==> src/rtl/bus_arbiter_if.sv <==
// Bundles the fetch port, the load/store port and the memory bus seen by
// bus_arbiter. The arbiter uses the slave view; the core/memory side uses master.
interface bus_arbiter_if #(
    parameter int ADDR_WIDTH = 32,
    parameter int DATA_WIDTH = 32,
    parameter int STRB_WIDTH = DATA_WIDTH / 8
);
    // fetch port
    logic                  ir_req_valid;
    logic                  ir_req_ready;
    logic [ADDR_WIDTH-1:0] ir_req_addr;
    logic                  ir_resp_valid;
    logic                  ir_resp_ready;
    logic [DATA_WIDTH-1:0] ir_resp_data;
    // load/store port
    logic                  dr_req_valid;
    logic                  dr_req_ready;
    logic [ADDR_WIDTH-1:0] dr_req_addr;
    logic                  dr_req_write;
    logic [DATA_WIDTH-1:0] dr_req_wdata;
    logic [STRB_WIDTH-1:0] dr_req_wstrb;
    logic                  dr_resp_valid;
    logic                  dr_resp_ready;
    logic [DATA_WIDTH-1:0] dr_resp_data;
    // memory bus
    logic                  m_req_valid;
    logic                  m_req_ready;
    logic [ADDR_WIDTH-1:0] m_req_addr;
    logic                  m_req_write;
    logic [DATA_WIDTH-1:0] m_req_wdata;
    logic [STRB_WIDTH-1:0] m_req_wstrb;
    logic                  m_resp_valid;
    logic                  m_resp_ready;
    logic [DATA_WIDTH-1:0] m_resp_data;

    modport slave (
        input  ir_req_valid, ir_req_addr, ir_resp_ready,
        output ir_req_ready, ir_resp_valid, ir_resp_data,
        input  dr_req_valid, dr_req_addr, dr_req_write, dr_req_wdata, dr_req_wstrb, dr_resp_ready,
        output dr_req_ready, dr_resp_valid, dr_resp_data,
        output m_req_valid, m_req_addr, m_req_write, m_req_wdata, m_req_wstrb, m_resp_ready,
        input  m_req_ready, m_resp_valid, m_resp_data
    );

    modport master (
        output ir_req_valid, ir_req_addr, ir_resp_ready,
        input  ir_req_ready, ir_resp_valid, ir_resp_data,
        output dr_req_valid, dr_req_addr, dr_req_write, dr_req_wdata, dr_req_wstrb, dr_resp_ready,
        input  dr_req_ready, dr_resp_valid, dr_resp_data,
        input  m_req_valid, m_req_addr, m_req_write, m_req_wdata, m_req_wstrb, m_resp_ready,
        output m_req_ready, m_resp_valid, m_resp_data
    );
endinterface

==> src/rtl/bus_arbiter.sv <==
// Round-robin arbiter sharing one memory bus between instruction fetch and
// load/store. One transaction in flight: grant -> issue request -> route response.
module bus_arbiter #(
    parameter int ADDR_WIDTH = 32,
    parameter int DATA_WIDTH = 32,
    parameter int STRB_WIDTH = DATA_WIDTH / 8
) (
    input  logic            clk,
    input  logic            rst,
    bus_arbiter_if.slave    bus
);
    localparam logic [1:0] S_IDLE = 2'd0;
    localparam logic [1:0] S_REQ  = 2'd1;
    localparam logic [1:0] S_RESP = 2'd2;

    localparam logic [1:0] O_NONE = 2'd0;
    localparam logic [1:0] O_INST = 2'd1;
    localparam logic [1:0] O_DATA = 2'd2;

    localparam logic G_INST = 1'b0;
    localparam logic G_DATA = 1'b1;

    logic [1:0]            state_q, state_d;
    logic [1:0]            owner_q, owner_d;
    logic                  last_q,  last_d;
    logic [ADDR_WIDTH-1:0] addr_q,  addr_d;
    logic                  write_q, write_d;
    logic [DATA_WIDTH-1:0] wdata_q, wdata_d;
    logic [STRB_WIDTH-1:0] wstrb_q, wstrb_d;

    logic gnt_ir, gnt_dr;
    logic in_resp_ir, in_resp_dr;
    logic m_resp_rdy;

    // Grant only in IDLE; on a tie the port that did not win last time goes first.
    always_comb begin
        gnt_ir = (state_q == S_IDLE) && bus.ir_req_valid &&
                 (!bus.dr_req_valid || last_q == G_DATA);
        gnt_dr = (state_q == S_IDLE) && bus.dr_req_valid &&
                 (!bus.ir_req_valid || last_q == G_INST);
    end

    assign in_resp_ir = (state_q == S_RESP) && (owner_q == O_INST);
    assign in_resp_dr = (state_q == S_RESP) && (owner_q == O_DATA);
    assign m_resp_rdy = (in_resp_ir && bus.ir_resp_ready) || (in_resp_dr && bus.dr_resp_ready);

    assign bus.ir_req_ready  = gnt_ir;
    assign bus.dr_req_ready  = gnt_dr;
    assign bus.m_req_valid   = (state_q == S_REQ);
    assign bus.m_req_addr    = addr_q;
    assign bus.m_req_write   = write_q;
    assign bus.m_req_wdata   = wdata_q;
    assign bus.m_req_wstrb   = wstrb_q;
    assign bus.m_resp_ready  = m_resp_rdy;
    // response data is passed through only to the current owner, zero otherwise
    assign bus.ir_resp_valid = in_resp_ir && bus.m_resp_valid;
    assign bus.dr_resp_valid = in_resp_dr && bus.m_resp_valid;
    assign bus.ir_resp_data  = in_resp_ir ? bus.m_resp_data : '0;
    assign bus.dr_resp_data  = in_resp_dr ? bus.m_resp_data : '0;

    // Next state: capture the winner, hold the request until accepted, wait for the response.
    always_comb begin
        state_d = state_q;
        owner_d = owner_q;
        last_d  = last_q;
        addr_d  = addr_q;
        write_d = write_q;
        wdata_d = wdata_q;
        wstrb_d = wstrb_q;
        case (state_q)
            S_IDLE: begin
                if (gnt_dr) begin
                    state_d = S_REQ;
                    owner_d = O_DATA;
                    last_d  = G_DATA;
                    addr_d  = bus.dr_req_addr;
                    write_d = bus.dr_req_write;
                    wdata_d = bus.dr_req_wdata;
                    wstrb_d = bus.dr_req_wstrb;
                end else if (gnt_ir) begin
                    state_d = S_REQ;
                    owner_d = O_INST;
                    last_d  = G_INST;
                    addr_d  = bus.ir_req_addr;
                    write_d = 1'b0;
                    wdata_d = '0;
                    wstrb_d = '0;
                end
            end
            S_REQ: begin
                if (bus.m_req_ready) state_d = S_RESP;
            end
            S_RESP: begin
                if (bus.m_resp_valid && m_resp_rdy) begin
                    state_d = S_IDLE;
                    owner_d = O_NONE;
                end
            end
            default: begin
                state_d = S_IDLE;
                owner_d = O_NONE;
            end
        endcase
    end

    // State and captured request; reset abandons any transaction in flight.
    always_ff @(posedge clk or posedge rst) begin
        if (rst) begin
            state_q <= S_IDLE;
            owner_q <= O_NONE;
            last_q  <= G_INST;
            addr_q  <= '0;
            write_q <= 1'b0;
            wdata_q <= '0;
            wstrb_q <= '0;
        end else begin
            state_q <= state_d;
            owner_q <= owner_d;
            last_q  <= last_d;
            addr_q  <= addr_d;
            write_q <= write_d;
            wdata_q <= wdata_d;
            wstrb_q <= wstrb_d;
        end
    end
endmodule

==> src/flat_wrapper.sv <==
// flat-port wrapper written by rule: the top's interface ports become plain ports
module bus_arbiter_flat 
#(
    parameter int ADDR_WIDTH = 32,
    parameter int DATA_WIDTH = 32,
    parameter int STRB_WIDTH = DATA_WIDTH / 8
)
  (clk, rst, bus_ir_req_valid, bus_ir_req_addr, bus_ir_resp_ready, bus_ir_req_ready, bus_ir_resp_valid, bus_ir_resp_data, bus_dr_req_valid, bus_dr_req_addr, bus_dr_req_write, bus_dr_req_wdata, bus_dr_req_wstrb, bus_dr_resp_ready, bus_dr_req_ready, bus_dr_resp_valid, bus_dr_resp_data, bus_m_req_valid, bus_m_req_addr, bus_m_req_write, bus_m_req_wdata, bus_m_req_wstrb, bus_m_resp_ready, bus_m_req_ready, bus_m_resp_valid, bus_m_resp_data);
  bus_arbiter_if #(.ADDR_WIDTH(ADDR_WIDTH), .DATA_WIDTH(DATA_WIDTH), .STRB_WIDTH(STRB_WIDTH)) bus_i ();
  input  logic clk;
  input  logic rst;
  input wire logic [$bits(bus_i.ir_req_valid)-1:0] bus_ir_req_valid;
  input wire logic [$bits(bus_i.ir_req_addr)-1:0] bus_ir_req_addr;
  input wire logic [$bits(bus_i.ir_resp_ready)-1:0] bus_ir_resp_ready;
  output wire logic [$bits(bus_i.ir_req_ready)-1:0] bus_ir_req_ready;
  output wire logic [$bits(bus_i.ir_resp_valid)-1:0] bus_ir_resp_valid;
  output wire logic [$bits(bus_i.ir_resp_data)-1:0] bus_ir_resp_data;
  input wire logic [$bits(bus_i.dr_req_valid)-1:0] bus_dr_req_valid;
  input wire logic [$bits(bus_i.dr_req_addr)-1:0] bus_dr_req_addr;
  input wire logic [$bits(bus_i.dr_req_write)-1:0] bus_dr_req_write;
  input wire logic [$bits(bus_i.dr_req_wdata)-1:0] bus_dr_req_wdata;
  input wire logic [$bits(bus_i.dr_req_wstrb)-1:0] bus_dr_req_wstrb;
  input wire logic [$bits(bus_i.dr_resp_ready)-1:0] bus_dr_resp_ready;
  output wire logic [$bits(bus_i.dr_req_ready)-1:0] bus_dr_req_ready;
  output wire logic [$bits(bus_i.dr_resp_valid)-1:0] bus_dr_resp_valid;
  output wire logic [$bits(bus_i.dr_resp_data)-1:0] bus_dr_resp_data;
  output wire logic [$bits(bus_i.m_req_valid)-1:0] bus_m_req_valid;
  output wire logic [$bits(bus_i.m_req_addr)-1:0] bus_m_req_addr;
  output wire logic [$bits(bus_i.m_req_write)-1:0] bus_m_req_write;
  output wire logic [$bits(bus_i.m_req_wdata)-1:0] bus_m_req_wdata;
  output wire logic [$bits(bus_i.m_req_wstrb)-1:0] bus_m_req_wstrb;
  output wire logic [$bits(bus_i.m_resp_ready)-1:0] bus_m_resp_ready;
  input wire logic [$bits(bus_i.m_req_ready)-1:0] bus_m_req_ready;
  input wire logic [$bits(bus_i.m_resp_valid)-1:0] bus_m_resp_valid;
  input wire logic [$bits(bus_i.m_resp_data)-1:0] bus_m_resp_data;
  assign bus_i.ir_req_valid = bus_ir_req_valid;
  assign bus_i.ir_req_addr = bus_ir_req_addr;
  assign bus_i.ir_resp_ready = bus_ir_resp_ready;
  assign bus_ir_req_ready = bus_i.ir_req_ready;
  assign bus_ir_resp_valid = bus_i.ir_resp_valid;
  assign bus_ir_resp_data = bus_i.ir_resp_data;
  assign bus_i.dr_req_valid = bus_dr_req_valid;
  assign bus_i.dr_req_addr = bus_dr_req_addr;
  assign bus_i.dr_req_write = bus_dr_req_write;
  assign bus_i.dr_req_wdata = bus_dr_req_wdata;
  assign bus_i.dr_req_wstrb = bus_dr_req_wstrb;
  assign bus_i.dr_resp_ready = bus_dr_resp_ready;
  assign bus_dr_req_ready = bus_i.dr_req_ready;
  assign bus_dr_resp_valid = bus_i.dr_resp_valid;
  assign bus_dr_resp_data = bus_i.dr_resp_data;
  assign bus_m_req_valid = bus_i.m_req_valid;
  assign bus_m_req_addr = bus_i.m_req_addr;
  assign bus_m_req_write = bus_i.m_req_write;
  assign bus_m_req_wdata = bus_i.m_req_wdata;
  assign bus_m_req_wstrb = bus_i.m_req_wstrb;
  assign bus_m_resp_ready = bus_i.m_resp_ready;
  assign bus_i.m_req_ready = bus_m_req_ready;
  assign bus_i.m_resp_valid = bus_m_resp_valid;
  assign bus_i.m_resp_data = bus_m_resp_data;
  bus_arbiter #(.ADDR_WIDTH(ADDR_WIDTH), .DATA_WIDTH(DATA_WIDTH), .STRB_WIDTH(STRB_WIDTH)) u_core (.clk(clk), .rst(rst), .bus(bus_i));
endmodule
==> config.mk <==
export PLATFORM = sky130hd
export DESIGN_NAME = bus_arbiter_flat
export DESIGN_NICKNAME = d
export VERILOG_FILES = /design/src/rtl/bus_arbiter_if.sv /design/src/rtl/bus_arbiter.sv /design/src/flat_wrapper.sv
export SDC_FILE = /design/constraint.sdc
export NUM_CORES = 1
export LEC_CHECK = 0
export CORE_MARGIN = 5
export CORE_UTILIZATION = 35
export CTS_BUF_LIST = sky130_fd_sc_hd__clkbuf_4 sky130_fd_sc_hd__clkbuf_8
export DETAILED_ROUTE_END_ITERATION = 10
export GPL_TIMING_DRIVEN = 0
export PLACE_DENSITY = 0.91
export SKIP_LAST_GASP = 1
export SLEW_MARGIN = 20
export SYNTH_ARGS = -nofsm -noshare
export SYNTH_HDL_FRONTEND = slang
export SYNTH_SLANG_ARGS = --single-unit
export TNS_END_PERCENT = 10
==> constraint.sdc <==
create_clock -name clk -period 2.7 [get_ports clk]
set_input_delay 0.54 -clock clk [delete_from_list [all_inputs] [get_ports clk]]
set_output_delay 0.54 -clock clk [all_outputs]
set_load 0.01 [all_outputs]
==> results of run 1 <==
timing repair:
item / CTS / global route
endpoints found under the setup margin: 61 / 62
pin swaps: 2 / 2
buffers inserted: 2 / 3
hold endpoints to repair: 0 / 0
resized for setup: 16 / 8
gates cloned: 0 / 1
how the worst min path moves through the flow:
stage,end,slack (ns),cells past startpoint
6_report,u_core.bus.m_req_addr[18],0.50,1
5_1_grt,u_core.bus.m_req_addr[11],0.52,1
4_1_cts,u_core.bus.m_req_addr[0],0.51,1
3_5_place_dp,u_core.bus.m_req_wstrb[3],0.49,1
3_3_place_gp,u_core.bus.m_req_addr[20],0.49,1
2_1_floorplan,u_core.state_q[0],0.51,1
layer usage:
layer | global-route usage, % | up-vias | wire length [um]
li1 | - | 1623 | -
met1 | 20.8 | 1667 | 4860
met2 | 39.5 | 181 | 7550
met3 | 6.05 | 26 | 1120
met4 | 8.97 | 0 | 383
met5 | 0 | - | 0
worst reg2reg max path, delay by kind of cell, from the launching register on:
kind | cells | cell delay [ns]
AND/OR/NAND/NOR | 1 | 0.11
multiplexers | 1 | 0.37
AO/OA/AOI/OAI | 1 | 0.38
flip-flops | 1 | 0.49
buffers and inverters | 1 | 0.40
synth_stat cells (2+ instances only):
library cell,instances
dfrtp_1,74
and2_1,67
a22o_1,37
mux2_2,35
mux2_4,29
clkbuf_1,7
buf_2,6
buf_4,3
buf_6,3
nand3b_1,3
a21o_1,2
a21oi_1,2
clkbuf_2,2
inv_1,2
nand2b_1,2
nor2_1,2
per-stage QoR:
step / cells / setup TNS [ns]
final: 729 / -0.715
after global routing: 729 / -6.98
after CTS: 724 / -0.843
after detailed placement: 707 / -0.323
after global placement: 706 / -67.42
after floorplan: 291 / 0
cell type report:
class / instances / area, um^2 / area share, %
buffer: 21 / 165 / 2.33
sequential: 74 / 1850 / 26.1
inverter: 2 / 10.0 / 0.141
tap: 136 / 170 / 2.40
clock inverter: 5 / 103 / 1.45
antenna: 1 / 2.50 / 0.0353
multi-input combinational: 194 / 1790 / 25.2
timing repair buffer: 286 / 2870 / 40.5
clock buffer: 10 / 138 / 1.94
where the power goes:
group	switching, uW	internal (uW)
Sequential	319	1600
Clock	399	632
Combinational	1180	1860
Total	1900	4090
flip-flops by register name, indices dropped and copies added, names as in the netlist:
signal	flops
u_core.state_q	2
u_core.last_q	1
u_core.bus.m_req_wstrb	4
u_core.bus.m_req_addr	32
u_core.bus.m_req_wdata	32
u_core.bus.m_req_write	1
u_core.owner_q	2
cells by family after synthesis:
logic type / count (synthesis)
simple gates: 83
flops: 74
mux: 64
compound gates: 47
buf+inv: 23
placed cells by master (no fill, tap or decap):
| cell type | synthesis | routed |
|---|---|---|
| o22ai_1 | 1 | 1 |
| a22o_1 | 37 | 37 |
| and3_1 | 1 | 1 |
| nor2_1 | 2 | 2 |
| o21ai_1 | 1 | 1 |
| a21boi_4 | 1 | 1 |
| buf_4 | 3 | 10 |
| inv_1 | 2 | 1 |
| dfrtp_1 | 74 | 74 |
| clkinv_2 | 0 | 1 |
| and4_1 | 1 | 1 |
| mux2_2 | 35 | 35 |
| and3b_1 | 1 | 1 |
| buf_2 | 6 | 7 |
| a21o_1 | 2 | 2 |
| clkbuf_1 | 7 | 3 |
| nand3b_1 | 3 | 3 |
| nand2b_4 | 0 | 1 |
| buf_16 | 0 | 1 |
| nor3_1 | 1 | 1 |
| a21boi_0 | 1 | 1 |
| a21oi_1 | 2 | 2 |
| clkbuf_8 | 0 | 13 |
| dlymetal6s2s_1 | 0 | 4 |
| clkdlybuf4s50_1 | 0 | 274 |
| dlygate4sd2_1 | 0 | 1 |
| nand2b_1 | 2 | 2 |
| mux2_4 | 29 | 29 |
| or3_1 | 1 | 1 |
| o2bb2ai_1 | 1 | 1 |
| nor2b_1 | 1 | 1 |
| a211oi_1 | 1 | 1 |
| clkinvlp_4 | 0 | 1 |
| inv_4 | 0 | 1 |
| buf_6 | 3 | 4 |
| bufinv_16 | 0 | 3 |
| diode_2 | 0 | 1 |
| and2_1 | 67 | 67 |
| nor3b_4 | 1 | 2 |
==> flow_summary.yaml, run 1 <==
worst_setup_path:
  cp-startpoint: "u_core.state_q[0]"
  slowest_delay_ns: 0.53
  end_kind: "output pin"
  cp.required_ns: 2.16
  path_delay_family: "buffers and inverters"
  r2r_cells: 4
  start_kind: "flip-flop"
  path_class: "flip-flop to output pin"
  timing.rr.end: "u_core.bus.m_req_addr[0]"
  endpoint: "bus_ir_resp_data[3]"
  cp_data_arrival_time_ns: 2.22
  rrSetupSlack_ns: 0.85
  r2r_start: "u_core.state_q[1]"
  crit_fanout: 6
  cp_slowest_cell: "clkdlybuf4s50_1"
  crit_cells: 6
  critPathBufInv: 3
  path_cells: "nand2b_4 > nor3b_4 > buf_4 > buf_6 > and2_1 > clkdlybuf4s50_1"
die:
  core_area_um2: 10400
  start_util_pct: 36.1
  die_h_um: 114
  fp.dieW_um: 114
  rows: 37
  dieArea_um2: 12900
  ios: 280
grt:
  overflow: 0
  grt_util_all_layers_pct: 20.8
  grt_max_degree: 46
  antenna_found_initial: 1
  grt_pass1_wl_mm: 20.7
  grt_pass1_vias: 3879
yosys:
  ys_seq_area_share_pct: 49.3
  synth_adder_area_share_pct: 0
  synth_top_cell_area_share_pct: 49.3
  synth_area_um2: 3760
  ys_ff_latch: 74
  yosysTopAreaCell: "dfrtp_1"
  yosysWarnings: 0
  synth_edf_count: 0
  syn_inst: 291
  syn_avg_cell_area_um2: 12.9
  synth_top_family_by_area: "multiplexers"
  synth_area_leaders: "dfrtp_1 (49%), mux2_4 (12%), and2_1 (11%)"
  synth.area.mux_share_pct: 22.1
  synth_cell_type_count: 31
  mappedNetlistNets: 432
  async_flop_share_pct: 100
  yosys.area_share.xor_xnor_pct: 0
  synthFlopType: "dfrtp_1"
  synth_compound_area_share_pct: 10.7
  yosys.area_share.simple_pct: 14.5
hold_path:
  min_path_type: "flip-flop to flip-flop"
  min-delay-start: "u_core.bus.m_req_addr[18]"
clock_tree:
  cts_root_buf: "clkbuf_8"
  cts_tree: "built"
  clock_latency_ns: 0.34
  clock_sinks: 74
  clock_path_buffers: 2
  htreeDepth: 3
  cts_buffers: 9
  clkTransAtPathRegs_ns: 0.07
  cts_hold_buffers: 0
drt:
  vias: 3497
  drtPass1Iterations: 4
  drtIter0Drc: 90
  postRouteAntennaNets: 0
  vias_per_cell: 4.80
  drc: 0
  drt_wl_total_mm: 13.9
  wire_per_inst_um: 19.1
sta:
  max_freq_mhz: 363
  hold_viol_final: 0
  maxSlewViolCount: 0
  whs_ns: 0.505
  timing.final.ws_setup_ns: -0.0577
  setup_viol: 36
  rsz0062_at_grt: "yes"
  fin_skew_ns: 0.0109
  tightest_slew_ns: 0.679
  relSlewSlack_pct: 54.4
  period_share_pct: 102
  layout_min_cycle_time_ns: 2.76
placement:
  dp.final_hpwl_mm: 11.5
  gp_congestion: 0.991
  io_buffers: 279
  post-place-ws_ns: -0.323
  place_area_um2: 6750
power:
  power_density_nw_per_um2: 844
  power_leakage_uw: 0.00311
  power_uw: 5990
  ir_worst_vdd_mv: 0.475
final_layout:
  nets: 729
  drive_above_1_share_pct: 18.4
  fin_area_um2: 7100
  utilization_pct: 68.1
  areaGrowthSynthToFinish_pct: 88.9
  fillers: 775
run:
  max_cap_viol_count: 0
status:
  failed_checks: "negative setup slack"
  outcome: "finished, violations left"
Power figures use the tool's default switching activity.
==> run 2: changes to the inputs <==
- REMOVE_ABC_BUFFERS: unset -> 1
- clock period: 2.7 -> 2.9 ns (I/O delays scaled with it)
==> flow_summary.yaml, run 2 (same netlist as run 1, synthesis figures left out) <==
status:
  outcome: "finished clean"
placement:
  gp_congestion: 0.925
  io_buffers: 279
  dp.final_hpwl_mm: 11.3
  post-place-ws_ns: -0.834
grt:
  grt_pass1_vias: 3850
  overflow: 0
  antenna_found_initial: 5
  grt_max_degree: 39
  grt_pass1_wl_mm: 20.9
  grt_util_all_layers_pct: 21.0
drt:
  wl_met3_mm: 1.41
  drt_wl_total_mm: 14.1
  drtIter0Drc: 151
  met1Wirelength_mm: 4.74
  routed.top_layer: "met4"
  vias_per_cell: 4.89
  wire_per_inst_um: 19.6
  drtPass1Iterations: 4
  vias: 3515
  drc: 0
  postRouteAntennaNets: 0
  met2_wirelength_mm: 7.30
power:
  clockPowerShare_pct: 15.9
  power_density_nw_per_um2: 789
  p_comb_share_pct: 52.3
  seq_power_share_pct: 31.8
  ir_worst_vdd_mv: 0.541
  swShare_pct: 32.4
  power.internal_uw: 3810
  power_leakage_uw: 0.00302
  power.switching_uw: 1820
  power_uw: 5630
sta:
  hold_viol_final: 0
  setup_viol: 0
  tightest_slew_ns: 0.502
  rsz0062_at_grt: "no"
  relSlewSlack_pct: 66.5
  maxSlewViolCount: 0
  timing.final.ws_setup_ns: 0.128
  tns_ns: 0
  layout_min_cycle_time_ns: 2.77
  max_freq_mhz: 361
  fin_skew_ns: 0.00932
  period_share_pct: 95.6
worst_setup_path:
  path_cells: "nand2b_4 > nor3b_4 > buf_12 > and2_1 > clkdlybuf4s50_1"
  path_delay_family: "buffers and inverters"
  critPathBufInv: 2
  end_kind: "output pin"
  cp_data_arrival_time_ns: 2.19
  cp.required_ns: 2.32
  start_kind: "flip-flop"
  path_class: "flip-flop to output pin"
  cp_slowest_cell: "clkdlybuf4s50_1"
  crit_fanout: 17
  slowest_delay_ns: 0.55
hold_path:
  min_path_type: "flip-flop to flip-flop"
die:
  ios: 280
  core_area_um2: 10400
  dieArea_um2: 12900
  die_h_um: 114
  start_util_pct: 36.1
  rows: 37
  fp.dieW_um: 114
clock_tree:
  cts_root_buf: "clkbuf_8"
  cts_tree: "built"
  clock_latency_ns: 0.35
  cts_buffers: 9
  clock_path_buffers: 2
  clock_sinks: 74
  htreeDepth: 3
  clkTransAtPathRegs_ns: 0.08
final_layout:
  final_common_cell: "clkdlybuf4s50_1"
  areaGrowthSynthToFinish_pct: 90.0
  nets: 714
  drive_above_1_share_pct: 17.3
  utilization_pct: 68.5
  final_cell_mix: "clkdlybuf4s50_1 (277), dfrtp_1 (74), and2_1 (66)"
run:
  max_cap_viol_count: 0
[run 2: cell types whose count changed in the layout (fill, tap and decap cells not counted), moves of 3 or more]
cell             delta
diode_2             +4
buf_6               -4
buf_16              +3
clkbuf_8            -4
buf_2               -7
clkbuf_1            -3
buf_12              +6
buf_4               -9
clkdlybuf4s50_1     +3
[run 2: power by group through the flow]
| stage | Sequential (uW) | Clock, uW | Combinational [uW] |
|---|---|---|---|
| finish | 1790 | 898 | 2940 |
| global route | 1860 | 966 | 3130 |
| CTS | 1790 | 922 | 2950 |
| detailed placement | 1790 | 0 | 2900 |
| global placement | 1750 | 0 | 2730 |
| floorplan | 1940 | 0 | 1070 |
[run 2: path summary, 6_finish.rpt]
check | from | endpoint | slack (ns) | depth (start not counted)
worst min register to register | u_core.bus.m_req_addr[5] | u_core.bus.m_req_addr[5] | 0.51 | 1
worst max register to register | u_core.last_q | u_core.bus.m_req_addr[31] | 1.03 | 5
min in group asynchronous | rst | u_core.bus.m_req_addr[6] | 0.63 | 2
worst max-delay path | u_core.state_q[0] | bus_ir_resp_data[30] | 0.13 | 5
worst min-delay path | u_core.bus.m_req_addr[5] | u_core.bus.m_req_addr[5] | 0.51 | 1
max in group asynchronous | rst | u_core.bus.m_req_wdata[28] | 1.70 | 3
[run 2: stage by stage]
step,instances,hold slack [ns],cell area [um^2]
after floorplan,270,0.508,3630
after global placement,685,0.487,6600
after detailed placement,691,0.490,6770
after CTS,711,0.511,7060
after global routing,719,0.519,7140
final,719,0.508,7140
[run 2: layer usage]
metal  up-vias  global-route usage, %
met3        35                   7.64
met4         0                   11.3
li1       1602                      -
met5         -                      0
met2       206                   38.6
met1      1672                   20.2
[run 2: timing repair]
item | CTS | global route
setup endpoints to repair | 67 | 67
hold buffers | 0 | 0
buffers inserted | 2 | 3
gates resized for setup | 2 | 4
pin swaps | 2 | 3
cloned | 2 | 0
[run 2: cell type report]
class                   count  area [um^2]
diodes                      5         12.5
clock buffers              10          131
clock inverters             6         90.1
fillers                   710         3280
inverters                   2         10.0
multi-input cells         196         1840
flip-flops and latches     74         1850
well taps                 136          170
repair buffers            290         3040
==> run 3: changes to the inputs <==
- CTS_CLUSTER_SIZE: unset -> 10
==> results of run 3 <==
Same layout as run 2: the final DEF is identical, and so are final timing and power.
